<file path="src/rtl/pc_irq_ctrl_pkg.sv">
// Shared constants and the sequencer state type for the PC interrupt controller.
package pc_irq_ctrl_pkg;

  localparam int PC_W_DEFAULT = 17;
  localparam logic [PC_W_DEFAULT-1:0] ISR_VEC_DEFAULT = 17'h00010;

  typedef enum logic [1:0] {
    IDLE   = 2'd0,
    VECTOR = 2'd1,
    ISR    = 2'd2,
    RETURN = 2'd3
  } state_t;

endpackage

</file>
<file path="src/rtl/pc_irq_ctrl_edge_pend.sv">
// irq rising-edge detector and pending flag. The flag is cleared only when the
// sequencer accepts the request; an edge in the accepting cycle re-arms it.
module irq_edge_pend (
  input  logic clk,
  input  logic rst_n,
  input  logic irq,
  input  logic accept,
  output logic pending
);

  logic irq_d;
  logic rise;

  assign rise = irq & ~irq_d;

  // Delayed irq for edge detection, and the pending flag itself.
  always_ff @(posedge clk) begin
    if (!rst_n) begin
      irq_d   <= 1'b0;
      pending <= 1'b0;
    end else begin
      irq_d <= irq;
      if (accept) begin
        pending <= rise;
      end else begin
        pending <= pending | rise;
      end
    end
  end

endmodule

</file>
<file path="src/rtl/pc_irq_ctrl.sv">
// Redirect sequencer between EX branch logic and the PC register: passes
// branches through, enters the ISR (saving EPC, flushing) and returns to EPC.
module pc_irq_ctrl
  import pc_irq_ctrl_pkg::*;
#(
  parameter int              PC_W    = PC_W_DEFAULT,
  parameter logic [PC_W-1:0] ISR_VEC = ISR_VEC_DEFAULT
) (
  input  logic            clk,
  input  logic            rst_n,
  input  logic            irq,
  input  logic            ie,
  input  logic            stall_IM_ID,
  input  logic            flow_change_ID_EX,
  input  logic [PC_W-1:0] dst_ID_EX,
  input  logic [PC_W-1:0] pc_ID_EX,
  input  logic            reti_ID_EX,
  output logic            flow_change,
  output logic [PC_W-1:0] dst,
  output logic            flush,
  output logic            int_ack,
  output logic            in_isr,
  output logic [PC_W-1:0] epc
);

  state_t state;
  state_t state_next;
  logic   pending;
  logic   accept;

  // Interrupts are only taken from IDLE, so there is no nesting.
  assign accept = (state == IDLE) & pending & ie & ~stall_IM_ID;

  irq_edge_pend u_edge_pend (
    .clk     (clk),
    .rst_n   (rst_n),
    .irq     (irq),
    .accept  (accept),
    .pending (pending)
  );

  // State register; EPC is the address the interrupted flow would go to next.
  always_ff @(posedge clk) begin
    if (!rst_n) begin
      state <= IDLE;
      epc   <= '0;
    end else begin
      state <= state_next;
      if (accept) begin
        epc <= flow_change_ID_EX ? dst_ID_EX : pc_ID_EX;
      end
    end
  end

  // Next state and redirect outputs; IDLE and ISR pass the EX branch through.
  always_comb begin
    state_next  = state;
    flow_change = flow_change_ID_EX;
    dst         = dst_ID_EX;
    flush       = flow_change_ID_EX;
    int_ack     = 1'b0;
    in_isr      = 1'b0;
    unique case (state)
      IDLE: begin
        if (accept) begin
          state_next = VECTOR;
        end
      end
      VECTOR: begin
        flow_change = 1'b1;
        dst         = ISR_VEC;
        flush       = 1'b1;
        int_ack     = 1'b1;
        state_next  = ISR;
      end
      ISR: begin
        in_isr = 1'b1;
        if (reti_ID_EX && !stall_IM_ID) begin
          state_next = RETURN;
        end
      end
      RETURN: begin
        flow_change = 1'b1;
        dst         = epc;
        flush       = 1'b1;
        in_isr      = 1'b1;
        state_next  = IDLE;
      end
      default: begin
        state_next = IDLE;
      end
    endcase
  end

endmodule

</file>
<file path="config.mk">
export PLATFORM = sky130hd
export DESIGN_NAME = pc_irq_ctrl
export DESIGN_NICKNAME = d
export VERILOG_FILES = /design/src/rtl/pc_irq_ctrl_pkg.sv /design/src/rtl/pc_irq_ctrl_edge_pend.sv /design/src/rtl/pc_irq_ctrl.sv
export SDC_FILE = /design/constraint.sdc
export NUM_CORES = 1
export LEC_CHECK = 0
export ABC_CLOCK_PERIOD_IN_PS = 1900
export BUFFER_PORTS_ARGS = -buffer_cell sky130_fd_sc_hd__buf_2
export CAP_MARGIN = 20
export CORE_UTILIZATION = 27
export CTS_BUF_LIST = sky130_fd_sc_hd__clkbuf_8
export DETAILED_ROUTE_END_ITERATION = 10
export PLACE_DENSITY = 0.5
export SLEW_MARGIN = 20
export SYNTH_ARGS = -nofsm -noshare
export SYNTH_HDL_FRONTEND = slang
export SYNTH_SLANG_ARGS = --single-unit
</file>
<file path="constraint.sdc">
create_clock -name clk -period 1.9 [get_ports clk]
set_input_delay 0.475 -clock clk [delete_from_list [all_inputs] [get_ports clk]]
set_output_delay 0.475 -clock clk [all_outputs]
set_load 0.01 [all_outputs]
</file>
==> results of run 1 <==
## per-stage QoR
step / TNS, ns / instances / area (um^2) / setup slack, ns
floorplan: 0 / 151 / 1320 / 0.118
global placement: 0 / 290 / 1760 / 0.175
detailed placement: 0 / 290 / 1760 / 0.154
CTS: -0.0950 / 294 / 1860 / -0.0476
global route: -0.392 / 294 / 1860 / -0.0911
finish: -0.0881 / 294 / 1860 / -0.0444
## flip-flops by register name (all words and copies together), names as in the netlist
signal / flops
state: 2
u_edge_pend.irq_d: 1
u_edge_pend.pending: 1
epc: 17
## cells by family after synthesis
logic type / count (synthesis) / synth area share, %
AO/OA/AOI/OAI: 37 / 22.3
adder cells (fa/ha/maj): 4 / 3.79
buffers and inverters: 17 / 8.71
flip-flops: 21 / 31.8
multiplexers: 18 / 13.6
AND/OR/NAND/NOR: 54 / 19.7
## report_power, final
| group | total, mW | internal [mW] | switching (mW) |
|---|---|---|---|
| clock network | 0.290 | 0.146 | 0.144 |
| registers | 0.548 | 0.495 | 0.0523 |
| logic | 0.768 | 0.377 | 0.392 |
| total | 1.61 | 1.02 | 0.589 |
## per-layer routing
metal / vias to the layer above / share of wire, % / global-route usage [%]
met1: 561 / 49 / 18.6
met3: 2 / 8.3 / 2.78
met2: 64 / 42 / 21.3
met4: 0 / 0.38 / 3.27
li1: 673 / - / -
met5: - / 0 / 0
## cell type report
type                       instances  area (um^2)
clock inverter                     1         5.00
fill                             520         2860
tap                               67         83.8
multi-input combinational        113          822
timing repair buffer              85          468
clock buffer                       3         41.3
sequential                        21          428
inverter                           4         15.0
## final timing paths
kind,start,to
worst min-delay path,irq,u_edge_pend.irq_d$_SDFF_PN0_
worst max-delay path,state[0]$_SDFFE_PN0P_,flush
worst min register to register,state[1]$_SDFFE_PN0P_,state[1]$_SDFFE_PN0P_
worst max register to register,state[1]$_SDFFE_PN0P_,u_edge_pend.pending$_SDFF_PN0_
## cell usage after synthesis (all sizes together)
master	count	share of area (%)
or2	1	0.47
nand3b	1	0.57
nand2	32	9.1
o211a	17	13
clkbuf	4	1.1
and4b	1	0.76
inv	4	1.1
ha	4	3.8
mux2i	18	14
or3	1	0.47
nor2b	1	0.47
o221a	1	0.85
nand2b	14	6.6
dfxtp	21	32
a22oi	1	0.57
buf	9	6.4
o21ai	13	4.9
a22o	3	2.0
a211o	1	0.66
and2	2	0.95
o22ai	1	0.47
nor2	1	0.28
## critical path, stage by stage (launching register included)
cell and delay, ns:
sky130_fd_sc_hd__dfxtp_4 0.37, sky130_fd_sc_hd__ha_4 0.17, sky130_fd_sc_hd__buf_12 0.14, sky130_fd_sc_hd__or3_4 0.39
sky130_fd_sc_hd__buf_6 0.13
## what timing repair did
item,4_1_cts,5_1_grt
setup endpoints to repair,20,18
cloned,0,0
resized for setup,11,12
pin swaps,1,0
==> Flow_metrics.wiki, run 1 <==
{| class="wikitable"
! Metric !! Value
|-
| Maximum net fanout on the critical path || 21
|-
| Pin slew with the least headroom to its limit || 0.402 ns
|-
| Post-route minimum period || 1.94 ns
|-
| Wire length of the first global-routing pass || 5460 um
|-
| Clock slew seen by the registers of the worst setup and hold paths || 0.08 ns
|-
| Worst hold path type || in -> reg
|-
| Result of the run || finished, violations left
|-
| Max clock buf depth || 2
|-
| Vias in the first global route || 1208
|-
| CTS root buf || sky130_fd_sc_hd__clkbuf_8
|-
| Worst slew margin relative to its limit || 73.2%
|-
| CTS tree || built
|-
| Die Y || 72.0 um
|-
| Number of I/O port buffers || 78
|-
| Clock skew after layout || 0.00146 ns
|-
| Number of design rule violations left after detail routing || 0
|-
| Worst r2r path cells || 6
|-
| Post-Synthesis Mean Instance Area || 8.75 um^2
|-
| Most used cells in the layout excluding fill and tap cells || sky130_fd_sc_hd__buf_2 (76), sky130_fd_sc_hd__nand2_1 (32), sky130_fd_sc_hd__dfxtp_1 (19)
|-
| Violations in the final reports || setup timing
|-
| Synth Instances || 151
|-
| Pin count of the biggest net entering global routing || 23
|-
| Global-route usage over all layers || 13.4%
|-
| Final core utilization || 39.4%
|-
| H-Tree Depth || 1
|-
| Maximum resistive drop on vdd || 0.387 mV
|-
| Number of buffers added by the clock tree synthesis step || 3
|-
| Number of distinct library cells after synthesis || 25
|-
| Path type of the worst setup path || reg -> out
|-
| Reg2Reg Setup Slack || 0.37 ns
|-
| Worst Setup Start Kind || flip-flop
|-
| Number of slew-limit violations in the final report || 0
|-
| Area of the die || 5180 um^2
|-
| Commonest non-fill, non-tap cell in the layout || sky130_fd_sc_hd__buf_2
|-
| CTS sink cnt || 21
|-
| Maxcap violations || 0
|-
| Worst hold path depth || 2
|-
| Detailed-route vias per instance || 4.42
|-
| Fraction of the cycle the final worst path needs || 102%
|-
| Sequential fraction of the synthesis area || 31.8%
|-
| Net Count, Synth || 196
|-
| Post-layout worst setup margin || -0.0444 ns
|-
| Iteration count of the initial detailed-routing pass || 4
|-
| Insertion delay of the later-clocked pin in the worst-skew pair || 0.26 ns
|-
| Post-layout total power || 1.61 mW
|-
| Post-detailed-route wirelength per cell || 11.7 um
|-
| Total Nets Final || 273
|-
| Maximum achievable frequency || 514 MHz
|-
| Number of antenna repair diodes || 0
|-
| Worst Path Arrival || 1.47 ns
|-
| Number of setup buffers added after CTS || 0
|-
| Total congestion overflow || 0
|-
| Vias || 1300
|-
| WP data required || 1.42 ns
|-
| Area delta synth->final || 41.0%
|-
| Initial antenna violation count || 0
|-
| Width of the die || 72.0 um
|-
| Placement Rows || 25
|-
| Element type at the critical path end || primary output
|-
| Number of routed nets with antenna violations || 0
|-
| Post-synth design cell area || 1320 um^2
|-
| HPWL after detailed placement || 2570 um
|-
| Worst hold margin || 0.437 ns
|-
| Yosys warning count || 0
|-
| Fraction of layout cells with a size suffix above 1 || 43.2%
|-
| Leakage power total || 1.11 nW
|-
| Setup repair after global routing missed its margin || true
|-
| Setup-failing EPs final || 2
|-
| Post-CTS Hold Fix Bufs || 0
|-
| Iter 0 DRT Violations || 33
|-
| Total of flip-flops plus latches after synthesis || 21
|-
| Routability cong. || 0.687
|-
| Initial Utilization || 28.0%
|-
| Number of top-level pins || 79
|-
| Pwr per Cell Area || 862 nW/um^2
|-
| Core footprint || 4720 um^2
|-
| Hold Violations, Final || 0
|-
| Total length of routed wires || 3440 um
|}
No activity file was read; power rests on OpenSTA's default activity.
==> run 2: changes to the inputs <==
--- a/config.mk
+++ b/config.mk
@@ -5,13 +5,14 @@
 export SDC_FILE = /design/constraint.sdc
 export NUM_CORES = 1
 export LEC_CHECK = 0
+export ABC_AREA = 1
 export ABC_CLOCK_PERIOD_IN_PS = 1900
 export BUFFER_PORTS_ARGS = -buffer_cell sky130_fd_sc_hd__buf_2
 export CAP_MARGIN = 20
 export CORE_UTILIZATION = 27
 export CTS_BUF_LIST = sky130_fd_sc_hd__clkbuf_8
 export DETAILED_ROUTE_END_ITERATION = 10
-export PLACE_DENSITY = 0.5
+export PLACE_DENSITY_LB_ADDON = 0.12
 export SLEW_MARGIN = 20
 export SYNTH_ARGS = -nofsm -noshare
 export SYNTH_HDL_FRONTEND = slang
==> run 2 against run 1 <==
- the flow now finishes without violations
- critical path depth rose by 3
- register-to-register slack got worse by 0.10 ns
- die area rose by 1.5%
- wire length grew 19%
- synthesized cell count grew 53%
- sequential share of layout area down 1.1 points
- hold slack got worse by 0.029 ns
- non-clock buffer count is 3 higher
- sequential power down 3%
- final cell count rose by 29%
- critical path type unchanged
- highest routed layer unchanged
==> Flow_metrics.wiki, run 2 <==
{| class="wikitable"
! Metric !! Value
|-
| Result of the run || finished clean
|-
| Maximum achievable frequency || 530 MHz (+3.1%)
|-
| Biggest area contributors in the synthesized netlist || sky130_fd_sc_hd__dfxtp_1 (31%), sky130_fd_sc_hd__nand2_1 (30%), sky130_fd_sc_hd__nor2_1 (9.5%)
|-
| Maxcap violations || 0 (unchanged)
|-
| Maximum resistive drop on vdd || 0.426 mV (+10%)
|-
| Area of the die || 5250 um^2 (+1.5%)
|-
| Post-route minimum period || 1.89 ns (-0.0586 ns)
|-
| Cell accounting for the most synthesized area || sky130_fd_sc_hd__dfxtp_1
|-
| Sequential fraction of the synthesis area || 31.3% (-0.47 points)
|-
| Top-area cell type share of the netlist area || 31.3% (-0.47 points)
|-
| Wire length of the first global-routing pass || 6420 um (+18%)
|-
| Number of top-level pins || 79 (unchanged)
|-
| Count of flip-flops with a built-in enable after synthesis || 0 (unchanged)
|-
| Width of the die || 72.5 um (+0.73%)
|-
| Final core utilization || 41.1% (+1.7 points)
|-
| Worst slew margin relative to its limit || 72.1% (-1.1 points)
|-
| CTS sink cnt || 21 (unchanged)
|-
| Vias || 1597 (+23%)
|-
| Total length of routed wires || 4110 um (+19%)
|-
| Leakage power total || 1.17 nW (+4.9%)
|-
| Sw Share || 38.9% (+2.2 points)
|-
| Top reg by flops || epc
|-
| Non-filler instance count after layout || 379 (+29%)
|-
| Share of power burned in the clock network || 18.5% (+0.4 points)
|-
| Worst hold path type || in -> reg
|-
| Total Nets Final || 358 (+31%)
|-
| Synth Instances || 231 (+53%)
|-
| CTS tree || built
|-
| Power dissipated by switching net loads || 620 uW (+5.3%)
|-
| Global-route usage over all layers || 15.7% (+2.3 points)
|-
| Post-layout worst setup margin || 0.0142 ns (+0.0586 ns)
|-
| Number of slew-limit violations in the final report || 0 (unchanged)
|-
| Max clock buf depth || 2 (unchanged)
|-
| Predominant post-synthesis flop cell || sky130_fd_sc_hd__dfxtp_1
|-
| Number of design rule violations left after detail routing || 0 (unchanged)
|-
| Element type at the critical path end || primary output
|-
| Combinational power share || 48.0% (+0.2 points)
|-
| Maximum net fanout on the critical path || 5 (-76%)
|-
| Initial antenna violation count || 0 (unchanged)
|-
| Internal Pwr Total || 975 uW (-4.3%)
|-
| Post-synth design cell area || 1340 um^2 (+1.5%)
|-
| Delay of the slowest cell on the worst path || 0.39 ns (about the same)
|-
| Total congestion overflow || 0 (unchanged)
|-
| Worst Setup Start Kind || flip-flop
|-
| Post-detailed-route wirelength per cell || 10.8 um (-7.4%)
|-
| Total of flip-flops plus latches after synthesis || 21 (unchanged)
|-
| Flop pwr share || 33.5% (-0.6 points)
|-
| Share of synthesized flip-flops with an asynchronous set or reset || 0% (unchanged)
|-
| Fillers || 571 (+9.8%)
|-
| Post-Synthesis Mean Instance Area || 5.81 um^2 (-34%)
|-
| H-Tree Depth || 1 (unchanged)
|-
| Flip-flop count of the largest register, all copies and words added || 17 (unchanged)
|-
| WP data required || 1.42 ns (about the same)
|-
| CTS root buf || sky130_fd_sc_hd__clkbuf_8
|-
| Worst hold margin || 0.408 ns (-0.0288 ns)
|-
| Hold Violations, Final || 0 (unchanged)
|-
| Clock slew seen by the registers of the worst setup and hold paths || 0.07 ns (about the same)
|-
| Synth cell count leaders || sky130_fd_sc_hd__nand2_1 (106), sky130_fd_sc_hd__nor2_1 (34), sky130_fd_sc_hd__inv_1 (23), sky130_fd_sc_hd__dfxtp_1 (21), sky130_fd_sc_hd__o21ai_0 (20)
|-
| Placement Rows || 25 (unchanged)
|-
| Setup repair after global routing missed its margin || true
|-
| Iteration count of the initial detailed-routing pass || 4 (unchanged)
|-
| Number of routed nets with antenna violations || 0 (unchanged)
|-
| Final instance area || 1960 um^2 (+5.0%)
|-
| Setup-failing EPs final || 0 (-2)
|-
| Aggregate negative setup slack || 0 ns (+0.0881 ns)
|-
| Number of buffers and inverters on the critical path || 3 (+1)
|-
| Most used standard cell by instance count after synthesis || sky130_fd_sc_hd__nand2_1
|-
| Iter 0 DRT Violations || 42 (+27%)
|-
| Slowest CP cell || sky130_fd_sc_hd__dfxtp_4
|-
| Number of buffers added by the clock tree synthesis step || 3 (unchanged)
|-
| HPWL after detailed placement || 2840 um (+11%)
|-
| Total instance count after detailed placement || 368 (+27%)
|-
| Commonest non-fill, non-tap cell in the layout || sky130_fd_sc_hd__nand2_1
|-
| Insertion delay of the later-clocked pin in the worst-skew pair || 0.26 ns (about the same)
|-
| Vias in the first global route || 1400 (+16%)
|-
| Number of distinct library cells after synthesis || 18 (-28%)
|-
| Yosys warning count || 0 (unchanged)
|-
| Number of I/O port buffers || 78 (unchanged)
|-
| Pwr per Cell Area || 815 nW/um^2 (-5.5%)
|-
| Path type of the worst setup path || reg -> out
|-
| Cell type group with the largest total delay on the critical path || flip-flops
|-
| Cell-by-cell trace of the critical path || inv_4, ha_4, nor2_4, buf_6, nand2_1, o21ai_1, buf_2
|-
| Post-CTS Hold Fix Bufs || 0 (unchanged)
|-
| Pin count of the biggest net entering global routing || 35 (+52%)
|-
| Die Y || 72.5 um (+0.73%)
|-
| Detailed-route vias per instance || 4.21 (-4.7%)
|-
| Worst Path Arrival || 1.41 ns (-0.06 ns)
|-
| Post-placement cell area || 1760 um^2 (-0.14%)
|-
| Area delta synth->final || 45.8%
|-
| Fraction of layout cells with a size suffix above 1 || 36.5% (-6.6 points)
|-
| Net Count, Synth || 276 (+41%)
|-
| Initial Utilization || 28.2% (+0.24 points)
|-
| Largest registers || epc (17), state (2)
|-
| Clock skew after layout || 0.00513 ns (+0.00367 ns)
|-
| Number of antenna repair diodes || 0 (unchanged)
|-
| Pin slew with the least headroom to its limit || 0.419 ns (+0.0170 ns)
|-
| Routability cong. || 0.796 (+16%)
|-
| Fraction of the cycle the final worst path needs || 99.3% (-3.1 points)
|-
| Core footprint || 4750 um^2 (+0.66%)
|-
| Most used cells in the layout excluding fill and tap cells || sky130_fd_sc_hd__nand2_1 (102), sky130_fd_sc_hd__buf_2 (78), sky130_fd_sc_hd__nor2_1 (34)
|-
| Post-layout total power || 1.59 mW (-0.77%)
|-
| Pre-CTS worst setup slack || 0.102 ns (-0.0523 ns)
|}
-- run 2: cell types whose count changed after synthesis, moves of 10 or more --
cell                       previous run  this run
sky130_fd_sc_hd__nor2_1               1        34
sky130_fd_sc_hd__nand2_1             32       106
sky130_fd_sc_hd__mux2i_1             18         0
sky130_fd_sc_hd__o21ai_0             10        20
sky130_fd_sc_hd__inv_1                4        23
sky130_fd_sc_hd__nand2b_1            14         0
sky130_fd_sc_hd__o211a_1             17         0
-- run 2: what timing repair did --
action                                 in CTS  in global routing
pin swaps                                   2                  2
setup buffers                               6                  0
cloned                                      1                  0
endpoints found under the hold margin       0                  0
gates resized for setup                    19                 26
setup endpoints to repair                  19                 17
-- run 2: worst min-delay path, cell delays in order --
cell and delay (ns):
sky130_fd_sc_hd__buf_2 0.07, sky130_fd_sc_hd__nand2_1 0.05, sky130_fd_sc_hd__inv_1 0.04
-- run 2: kinds of logic after synthesis --
logic type                 synth area share (%)
and+or+nand+nor                            42.6
buffers and inverters                      12.7
AOI/OAI and AO/OA                          9.61
DFF                                        31.3
adders and majority gates                  3.73
-- run 2: path summary, 6_finish.rpt --
kind	startpoint	end	slack [ns]	cells past startpoint
worst min register to register	u_edge_pend.irq_d$_SDFF_PN0_	u_edge_pend.pending$_SDFF_PN0_	0.43	1
worst max register to register	state[1]$_SDFFE_PN0P_	epc[4]$_SDFFE_PN0P_	0.27	8
worst max-delay path	state[1]$_SDFFE_PN0P_	dst[13]	0.01	7
worst min-delay path	irq	u_edge_pend.irq_d$_SDFF_PN0_	0.41	3
-- run 2: layer usage --
layer  track usage, %  part of all wire (%)  vias to the layer above
met1             20.7                    47                      701
met2             26.2                    47                       38
li1                 -                     -                      856
met4             3.27                  0.66                        0
met3             3.47                   5.2                        2
met5                0                     0                        -
-- run 2: area by class of cell --
cell class              instances  area [um^2]  share of cell area (%)
multi-input cells             175          817                    41.8
repair buffers                 88          484                    24.8
flip-flops and latches         21          428                    21.9
inverters                      24         96.3                    4.93
well taps                      67         83.8                    4.29
clock buffers                   3         41.3                    2.11
clock inverters                 1         5.00                   0.256
-- run 2: power by group through the flow --
stage / combinational [mW] / sequential (mW) / clock (mW)
finish: 0.765 / 0.534 / 0.295
global route: 0.858 / 0.541 / 0.321
CTS: 0.734 / 0.534 / 0.310
detailed placement: 0.648 / 0.528 / 0
global placement: 0.648 / 0.527 / 0
floorplan: 0.389 / 0.539 / 0
==> run 3: changes to the inputs <==
--- a/config.mk
+++ b/config.mk
@@ -5,7 +5,6 @@
 export SDC_FILE = /design/constraint.sdc
 export NUM_CORES = 1
 export LEC_CHECK = 0
-export ABC_AREA = 1
 export ABC_CLOCK_PERIOD_IN_PS = 1900
 export BUFFER_PORTS_ARGS = -buffer_cell sky130_fd_sc_hd__buf_2
 export CAP_MARGIN = 20
==> run 3 against run 2 <==
- setup slack worse by 0.0022 ns
- sequential cell count stayed put
- final cell count is 22% lower
- critical path depth is 3 lower
- sequential power is 2% higher
- global-route usage is 1.6 points lower
- die area is 1.4% lower
- sequential share of layout area is 0.86 points higher
- hold slack better by 0.031 ns
- wire length is 13% lower
- critical endpoint is now flush
- highest routed layer unchanged
==> Flow_metrics.wiki, run 3 (synthesis results as in run 1) <==
{| class="wikitable"
! Metric !! Value
|-
| Reg2Reg Setup Slack || 0.42 ns (+0.15 ns)
|-
| Combinational power share || 47.5% (-0.5 points)
|-
| Largest registers || epc (17), state (2)
|-
| Post-placement cell area || 1750 um^2 (-0.71%)
|-
| Path type of the worst setup path || reg -> out
|-
| Worst r2r path cells || 6 (-2)
|-
| Area of the die || 5180 um^2 (-1.4%)
|-
| Number of routed nets with antenna violations || 0 (unchanged)
|-
| Maximum achievable frequency || 530 MHz (-0.12%)
|-
| Maxcap violations || 0 (unchanged)
|-
| Insertion delay of the later-clocked pin in the worst-skew pair || 0.26 ns (about the same)
|-
| Power dissipated by switching net loads || 595 uW (-4.0%)
|-
| Total congestion overflow || 0 (unchanged)
|-
| Element type at the critical path end || primary output
|-
| Global-route usage over all layers || 14.1% (-1.6 points)
|-
| Number of top-level pins || 79 (unchanged)
|-
| Maximum net fanout on the critical path || 14 (+9)
|-
| Flip-flop count of the largest register, all copies and words added || 17 (unchanged)
|-
| Slowest CP cell || sky130_fd_sc_hd__dfxtp_4
|-
| Worst Path Arrival || 1.41 ns (about the same)
|-
| CTS root buf || sky130_fd_sc_hd__clkbuf_8
|-
| Die Y || 72.0 um (-0.72%)
|-
| Final instance area || 1870 um^2 (-4.4%)
|-
| Destination of the critical timing path || flush
|-
| Worst hold path type || in -> reg
|-
| Launch instance of the worst register-to-register path || state[0]$_SDFFE_PN0P_
|-
| Delay of the slowest cell on the worst path || 0.37 ns (-0.02 ns)
|-
| Non-filler instance count after layout || 294 (-22%)
|-
| Routability cong. || 0.768 (-3.5%)
|-
| Core footprint || 4720 um^2 (-0.66%)
|-
| Maximum resistive drop on vdd || 0.395 mV (-7.3%)
|-
| Total length of routed wires || 3570 um (-13%)
|-
| Top reg by flops || epc
|-
| Post-CTS Hold Fix Bufs || 0 (unchanged)
|-
| Initial Utilization || 28.0% (-0.24 points)
|-
| H-Tree Depth || 1 (unchanged)
|-
| Number of slew-limit violations in the final report || 0 (unchanged)
|-
| Final core utilization || 39.6% (-1.5 points)
|-
| Pin slew with the least headroom to its limit || 0.390 ns (-0.0288 ns)
|-
| Clock skew after layout || 0.00445 ns (-0.000684 ns)
|-
| Initial antenna violation count || 0 (unchanged)
|-
| Wire length of the first global-routing pass || 5690 um (-11%)
|-
| Post-layout total power || 1.62 mW (+1.4%)
|-
| CTS tree || built
|-
| Vias in the first global route || 1194 (-15%)
|-
| Worst slew margin relative to its limit || 74.0% (+1.9 points)
|-
| Leakage power total || 1.11 nW (-4.9%)
|-
| Internal Pwr Total || 1.02 mW (+4.9%)
|-
| Number of I/O port buffers || 78 (unchanged)
|-
| Total instance count after detailed placement || 288 (-22%)
|-
| Fillers || 499 (-13%)
|-
| Launch point of the critical path || state[0]$_SDFFE_PN0P_
|-
| Post-route minimum period || 1.89 ns (+0.00224 ns)
|-
| Iteration count of the initial detailed-routing pass || 4 (unchanged)
|-
| Detailed-route vias per instance || 4.46 (+5.9%)
|-
| Hold Violations, Final || 0 (unchanged)
|-
| Setup repair after global routing missed its margin || true
|-
| Post-detailed-route wirelength per cell || 12.1 um (+12%)
|-
| Area delta synth->final || 41.6%
|-
| Result of the run || finished clean
|-
| Most used cells in the layout excluding fill and tap cells || sky130_fd_sc_hd__buf_2 (76), sky130_fd_sc_hd__nand2_1 (32), sky130_fd_sc_hd__dfxtp_1 (19)
|-
| Flop pwr share || 33.7% (+0.2 points)
|-
| Worst Setup Start Kind || flip-flop
|-
| Pwr per Cell Area || 865 nW/um^2 (+6.1%)
|-
| Worst hold path depth || 2 (-1)
|-
| Post-layout worst setup margin || 0.0120 ns (-0.00224 ns)
|-
| Vias || 1312 (-18%)
|-
| Pre-CTS worst setup slack || 0.161 ns (+0.0597 ns)
|-
| Number of design rule violations left after detail routing || 0 (unchanged)
|-
| Reg-to-Reg End || u_edge_pend.pending$_SDFF_PN0_
|-
| Cell-by-cell trace of the critical path || ha_4, buf_8, or3_4, buf_6
|-
| Sw Share || 36.8% (-2.1 points)
|-
| Clock slew seen by the registers of the worst setup and hold paths || 0.08 ns (about the same)
|-
| Share of power burned in the clock network || 18.8% (+0.3 points)
|-
| Iter 0 DRT Violations || 38 (-9.5%)
|-
| HPWL after detailed placement || 2530 um (-11%)
|-
| Total Nets Final || 273 (-24%)
|-
| Number of buffers added by the clock tree synthesis step || 3 (unchanged)
|-
| Fraction of layout cells with a size suffix above 1 || 43.2% (+6.6 points)
|-
| Number of antenna repair diodes || 0 (unchanged)
|-
| Setup-failing EPs final || 0 (unchanged)
|-
| Max clock buf depth || 2 (unchanged)
|-
| Pin count of the biggest net entering global routing || 36 (+2.9%)
|-
| Fraction of the cycle the final worst path needs || 99.4% (+0.12 points)
|-
| CTS sink cnt || 21 (unchanged)
|-
| Commonest non-fill, non-tap cell in the layout || sky130_fd_sc_hd__buf_2
|-
| WP data required || 1.42 ns (about the same)
|-
| Placement Rows || 25 (unchanged)
|-
| Aggregate negative setup slack || 0 ns (unchanged)
|-
| Width of the die || 72.0 um (-0.72%)
|-
| Worst hold margin || 0.438 ns (+0.0305 ns)
|}
[run 3: cell types whose count changed in the layout (fill, tap and decap cells not counted), moves of 4 or more]
cell                       delta
sky130_fd_sc_hd__nand2_1     -70
sky130_fd_sc_hd__nor2_1      -34
sky130_fd_sc_hd__inv_1       -18
sky130_fd_sc_hd__mux2i_1     +18
sky130_fd_sc_hd__o211a_1     +17
sky130_fd_sc_hd__nand2b_1    +14
sky130_fd_sc_hd__o21ai_2      -7
sky130_fd_sc_hd__nand2_2      -4
sky130_fd_sc_hd__o21ai_0      -4
sky130_fd_sc_hd__o21ai_1      +4
[run 3: power groups by stage]
stage,combinational [mW],sequential (mW),clock (mW)
floorplan,0.409,0.540,0
global placement,0.690,0.535,0
detailed placement,0.684,0.535,0
CTS,0.742,0.533,0.316
global route,0.855,0.550,0.341
finish,0.768,0.545,0.304
[run 3: what timing repair did]
| item | CTS | global route |
|---|---|---|
| setup buffers | 1 | 1 |
| endpoints found under the hold margin | 0 | 0 |
| endpoints found under the setup margin | 19 | 19 |
| resized for setup | 10 | 15 |
| pin swaps | 1 | 1 |
[run 3: worst min path at each step]
stage / from / end / slack (ns)
floorplan: state[1]$_SDFFE_PN0P_ / state[1]$_SDFFE_PN0P_ / 0.47
global placement: state[1]$_SDFFE_PN0P_ / state[1]$_SDFFE_PN0P_ / 0.49
detailed placement: state[1]$_SDFFE_PN0P_ / state[1]$_SDFFE_PN0P_ / 0.50
CTS: irq / u_edge_pend.irq_d$_SDFF_PN0_ / 0.43
global route: irq / u_edge_pend.irq_d$_SDFF_PN0_ / 0.44
finish: irq / u_edge_pend.irq_d$_SDFF_PN0_ / 0.44
[run 3: worst max-delay path, delay by kind of cell (launching register included)]
family / cells / cell delay (ns)
adders and majority gates: 1 / 0.17
buffers and inverters: 2 / 0.27
DFF: 1 / 0.37
and+or+nand+nor: 1 / 0.34
[run 3: final cells by class]
cell class	count	area [um^2]	share of cell area [%]
clock buffers	3	41.3	2.21
clock inverters	1	7.51	0.401
inverters	4	15.0	0.803
multi-input cells	113	818	43.7
flip-flops and latches	21	425	22.7
well taps	67	83.8	4.48
repair buffers	85	479	25.6
[run 3: layer usage]
layer / vias up / share of wire (%) / track usage [%]
li1: 677 / - / -
met1: 594 / 47 / 18.2
met2: 39 / 47 / 23.7
met3: 2 / 5.7 / 4.44
met4: 0 / 0.36 / 1.96
met5: - / 0 / 0
